`src/rtl/uart_pkg.sv`:
```
// Shared UART definitions: Tx-arbiter FSM encoding and defaults reused by the UART tests.
package uart_pkg;

  typedef enum logic [1:0] {
    S_IDLE  = 2'd0,
    S_ISSUE = 2'd1,
    S_WAITB = 2'd2,
    S_WAITD = 2'd3
  } tx_state_e;

  localparam int UART_DATA_WIDTH   = 8;
  localparam int UART_BUSY_TIMEOUT = 64;

endpackage

```
`src/rtl/uart_tx_arbiter_rr.sv`:
```
// Combinational round-robin pick: lowest request at or above ptr, else lowest overall.
module rr_arbiter #(
  parameter  int NUM_REQ = 4,
  localparam int IDW     = $clog2(NUM_REQ)
) (
  input  logic [NUM_REQ-1:0] req,
  input  logic [IDW-1:0]     ptr,
  output logic [NUM_REQ-1:0] gnt,
  output logic [IDW-1:0]     gnt_idx,
  output logic               gnt_vld
);

  logic [NUM_REQ-1:0] masked;
  logic [NUM_REQ-1:0] pick;

  always_comb begin
    masked = '0;
    for (int i = 0; i < NUM_REQ; i++) begin
      masked[i] = req[i] && (i >= int'(ptr));
    end
    // Fall back to the unmasked vector when nothing sits at or above the pointer (wrap).
    pick    = (|masked) ? masked : req;
    gnt     = pick & (~pick + 1'b1);
    gnt_idx = '0;
    for (int i = 0; i < NUM_REQ; i++) begin
      if (gnt[i]) gnt_idx = gnt_idx | IDW'(i);
    end
    gnt_vld = |req;
  end

endmodule

```
`src/rtl/uart_tx_arbiter.sv`:
```
// Shares one UART transmitter among NUM_REQ byte sources, round-robin, one frame at a time.
// Registered outputs; busy watchdog aborts a frame whose Tx never reports busy.
module uart_tx_arbiter
  import uart_pkg::*;
#(
  parameter int NUM_REQ          = 4,
  parameter int INPUT_DATA_WIDTH = UART_DATA_WIDTH,
  parameter int BUSY_TIMEOUT     = UART_BUSY_TIMEOUT
) (
  input  logic                                clk,
  input  logic                                reset,
  input  logic [NUM_REQ-1:0]                  req,
  input  logic [NUM_REQ*INPUT_DATA_WIDTH-1:0] req_data,
  output logic [NUM_REQ-1:0]                  ack,
  output logic                                tx_enable,
  output logic [INPUT_DATA_WIDTH-1:0]         tx_data,
  input  logic                                tx_busy,
  output logic [$clog2(NUM_REQ)-1:0]          grant_id,
  output logic                                timeout_err,
  output logic                                idle
);

  localparam int W   = INPUT_DATA_WIDTH;
  localparam int IDW = $clog2(NUM_REQ);
  localparam int WDW = $clog2(BUSY_TIMEOUT);
  localparam logic [IDW-1:0] LAST_ID = IDW'(NUM_REQ - 1);
  localparam logic [WDW-1:0] WD_LIM  = WDW'(BUSY_TIMEOUT - 1);

  tx_state_e          state_q, state_d;
  logic [IDW-1:0]     rr_q, rr_d, grant_id_d, rr_next;
  logic [WDW-1:0]     wd_q, wd_d;
  logic [NUM_REQ-1:0] ack_d, arb_req, arb_gnt;
  logic [IDW-1:0]     arb_idx;
  logic               arb_vld;
  logic [W-1:0]       sel_data, tx_data_d;
  logic               timeout_d;

  // The requester being acked still shows req this cycle; keep it from being granted twice.
  assign arb_req = req & ~ack;
  assign rr_next = (grant_id == LAST_ID) ? '0 : grant_id + 1'b1;

  rr_arbiter #(.NUM_REQ(NUM_REQ)) u_rr (
    .req     (arb_req),
    .ptr     (rr_q),
    .gnt     (arb_gnt),
    .gnt_idx (arb_idx),
    .gnt_vld (arb_vld)
  );

  always_comb begin
    sel_data = '0;
    for (int i = 0; i < NUM_REQ; i++) begin
      if (arb_gnt[i]) sel_data = sel_data | req_data[i*W +: W];
    end
  end

  always_comb begin
    state_d    = state_q;
    rr_d       = rr_q;
    wd_d       = wd_q;
    grant_id_d = grant_id;
    tx_data_d  = tx_data;
    timeout_d  = timeout_err;
    ack_d      = '0;
    case (state_q)
      S_IDLE: begin
        if (arb_vld && !tx_busy) begin
          tx_data_d  = sel_data;
          grant_id_d = arb_idx;
          state_d    = S_ISSUE;
        end
      end
      S_ISSUE: begin
        wd_d    = '0;
        state_d = S_WAITB;
      end
      S_WAITB: begin
        if (tx_busy) begin
          state_d = S_WAITD;
        end else if (wd_q == WD_LIM) begin
          timeout_d = 1'b1;
          rr_d      = rr_next;
          state_d   = S_IDLE;
        end else begin
          wd_d = wd_q + 1'b1;
        end
      end
      S_WAITD: begin
        if (!tx_busy) begin
          ack_d[grant_id] = 1'b1;
          rr_d            = rr_next;
          state_d         = S_IDLE;
        end
      end
      default: state_d = S_IDLE;
    endcase
  end

  always_ff @(posedge clk) begin
    if (reset) begin
      state_q     <= S_IDLE;
      rr_q        <= '0;
      wd_q        <= '0;
      grant_id    <= '0;
      tx_data     <= '0;
      timeout_err <= 1'b0;
      ack         <= '0;
      tx_enable   <= 1'b0;
      idle        <= 1'b1;
    end else begin
      state_q     <= state_d;
      rr_q        <= rr_d;
      wd_q        <= wd_d;
      grant_id    <= grant_id_d;
      tx_data     <= tx_data_d;
      timeout_err <= timeout_d;
      ack         <= ack_d;
      // Registered pulse: the Tx sees enable in the cycle following S_ISSUE, exactly once.
      tx_enable   <= (state_q == S_ISSUE);
      idle        <= (state_d == S_IDLE);
    end
  end

endmodule
```
`config.mk`:
```
export PLATFORM = sky130hd
export DESIGN_NAME = uart_tx_arbiter
export DESIGN_NICKNAME = d
export VERILOG_FILES = /design/src/rtl/uart_pkg.sv /design/src/rtl/uart_tx_arbiter_rr.sv /design/src/rtl/uart_tx_arbiter.sv
export SDC_FILE = /design/constraint.sdc
export NUM_CORES = 1
export LEC_CHECK = 0
export ABC_AREA = 0
export ABC_CLOCK_PERIOD_IN_PS = 1850
export CAP_MARGIN = 20
export CORE_MARGIN = 3
export CORE_UTILIZATION = 45
export CTS_CLUSTER_DIAMETER = 80
export DETAILED_ROUTE_END_ITERATION = 10
export GPL_ROUTABILITY_DRIVEN = 0
export PLACE_DENSITY = 0.76
export SLEW_MARGIN = 20
export SYNTH_ARGS = -nofsm -noshare
export SYNTH_HDL_FRONTEND = slang
export SYNTH_SLANG_ARGS = --single-unit
export TNS_END_PERCENT = 1
```
`constraint.sdc`:
```
create_clock -name clk -period 1.85 [get_ports clk]
set_input_delay 0.185 -clock clk [delete_from_list [all_inputs] [get_ports clk]]
set_output_delay 0.185 -clock clk [all_outputs]
set_load 0.05 [all_outputs]
```
==> flow_summary.json <==
{
  "fp.dieArea_mm2": 0.00425,
  "drt_iter0_markers": 123,
  "synth_cells": 189,
  "status": "complete, no violations",
  "final_area_mm2": 0.00227,
  "cts_num_sinks": 27,
  "criticalPathCategory": "flip-flop to output port",
  "seq_area_frac_synth": 0.343,
  "synth_top_area_share": 0.343,
  "numPortBuffers": 55,
  "clock_latency_ns": 0.31,
  "path_max_fanout": 6,
  "slew_violations": 0,
  "min_period_ns": 1.77,
  "die_y_um": 65.2,
  "vias_per_cell": 5.63,
  "pin_count": 56,
  "tightest_slew_ns": 0.505,
  "cts_root_buf": "clkbuf_4",
  "yosysMostFrequentCell": "dfxtp_1",
  "cts.clk_slew.worst_paths_ns": 0.14,
  "grt_pass1_wl_mm": 7.07,
  "async_flop_share": 0,
  "setup_viol": 0,
  "crit_buf_inv": 1,
  "place_area_mm2": 0.00222,
  "rows": 20,
  "cp_slowest_stage_delay_ns": 0.84,
  "setup.worst_path.end_class": "output port",
  "htreeDepth": 1,
  "postCtsHoldBufs": 0,
  "hold_viol": 0,
  "antennaDiodeCount": 0,
  "ir_drop_mv": 0.477,
  "dpl_worst_slack_ns": -0.209,
  "cp_top_family": "buffers and inverters",
  "grt_max_degree": 15,
  "synth_edf_count": 0,
  "nNetsFinal": 295,
  "die-width_um": 65.2,
  "synth_top_cell_by_area": "dfxtp_1",
  "path_cells": "clkdlybuf4s50_1",
  "netlist_area_mm2": 0.00158,
  "critPathLaunchType": "flip-flop",
  "track_usage": 0.205,
  "crit_arrival_ns": 1.59,
  "design.core.area_mm2": 0.00320,
  "leakagePower_nw": 0.849,
  "clock_path_buffers": 2,
  "avgRoutedWirePerCell_um": 14.6,
  "max_freq_ghz": 0.564,
  "syn_nets": 233,
  "drc_errors": 0,
  "drive_gt1_frac": 0.128,
  "hold_path.class": "input port to flip-flop",
  "area_growth_pct": 44.2,
  "synth_common_cells": "dfxtp_1 (27), a21oi_1 (22), nor2_1 (21)",
  "hpwl_mm": 3.35,
  "synthTopCellsByArea": "dfxtp_1 (34%), a21oi_1 (7.0%), nor2_1 (5.0%)",
  "grt_pass1_vias": 1530,
  "slew_headroom": 0.662,
  "ys_types": 42,
  "ant_nets": 0,
  "setup_ws_ns": 0.0779,
  "powerDensity_mw_per_mm2": 588,
  "reg2reg_slack_ns": 0.18,
  "fin_crit_sh": 0.958,
  "yosys_most_used_dff": "dfxtp_1",
  "fillers": 278,
  "vias": 1655,
  "yosys_warnings": 0,
  "first_pass_iters": 4,
  "p_total_w": 0.00133,
  "synth_area_per_cell_um2": 8.33,
  "required_ns": 1.66,
  "antenna_found_initial": 0,
  "maxCapViolCount": 0,
  "ys_ff_latch": 27,
  "gr-total-overflow": 0,
  "rsz0062_at_grt": "no",
  "crit_path_top_delay_cell": "clkdlybuf4s50_1",
  "fin_skew_ns": 0.00434,
  "cts_tree": "built",
  "finalSetupTns_ns": 0,
  "wl_mm": 4.29,
  "initial_core_util": 0.492,
  "numCtsBuffers": 3
}
## layer usage
layer	global-route usage	vias up	routed length, µm
li1	-	818	-
met1	0.261	764	1870
met2	0.360	73	2090
met3	0.0462	0	335
met4	0.0311	0	0
met5	0	-	0
## sequential cells by signal, indices dropped and copies added (netlist names)
signal	flops
tx_data	8
wd_q	6
ack	4
grant_id	2
rr_q	2
state_q	2
idle	1
timeout_err	1
tx_enable	1
## area by class of cell
type / count / area, µm² / area share
clock buffer: 4 / 26.3 / 0.0116
inverter: 3 / 11.3 / 0.00496
multi-input combinational: 147 / 982 / 0.433
tap: 44 / 55.1 / 0.0242
timing repair buffer: 69 / 656 / 0.289
sequential: 27 / 541 / 0.238
## placed cells by master, fill, tap and decap left out, drive strengths merged, types with 2 or more instances in the layout
cell,count
a311oi,9
a31o,2
and3,10
a21oi,23
a31oi,2
nor2,21
nand3,8
nand2,13
a221oi,8
inv,3
nand2b,7
o21ai,8
a22oi,2
ha,5
nor3,5
and2,5
dfxtp,27
and2b,2
xor2,4
clkbuf,4
clkdlybuf4s50,55
buf,14
## report_power, final
part           internal, W  leakage, nW  switching (W)
Clock            0.0000841       0.0150       0.000161
Sequential        0.000613        0.220      0.0000226
Combinational     0.000209        0.614       0.000245
## what timing repair did
| item | 4_1_cts | 5_1_grt |
|---|---|---|
| endpoints found under the setup margin | 2 | 8 |
| gates resized for setup | 1 | 4 |
| buffers inserted | 0 | 0 |
## cells by family (layout without fill, tap and decap cells)
logic type / count (synthesis) / after routing / synth area share
AOI/OAI and AO/OA: 61 / 61 / 0.281
DFF: 27 / 27 / 0.343
and+or+nand+nor: 77 / 77 / 0.265
buffers and inverters: 15 / 76 / 0.0484
adders and majority gates: 5 / 5 / 0.0397
xor gates and xnor gates: 4 / 4 / 0.0222
## metrics by stage
| stage | util | hold WS, ns | std cells |
|---|---|---|---|
| floorplan | - | 0.325 | 189 |
| global placement | 0.693 | 0.472 | 290 |
| detailed placement | 0.693 | 0.470 | 290 |
| CTS | 0.704 | 0.433 | 294 |
| global route | 0.709 | 0.431 | 294 |
| finish | 0.709 | 0.443 | 294 |
## final timing paths
path / from / to / cells past startpoint
worst min-delay path: req_data[20] / tx_data[4] / 3
worst max-delay path: grant_id[0] / grant_id[0] / 1
worst max register to register: wd_q[0] / wd_q[5] / 6
worst min register to register: timeout_err / timeout_err / 2
Power figures use the tool's default switching activity.
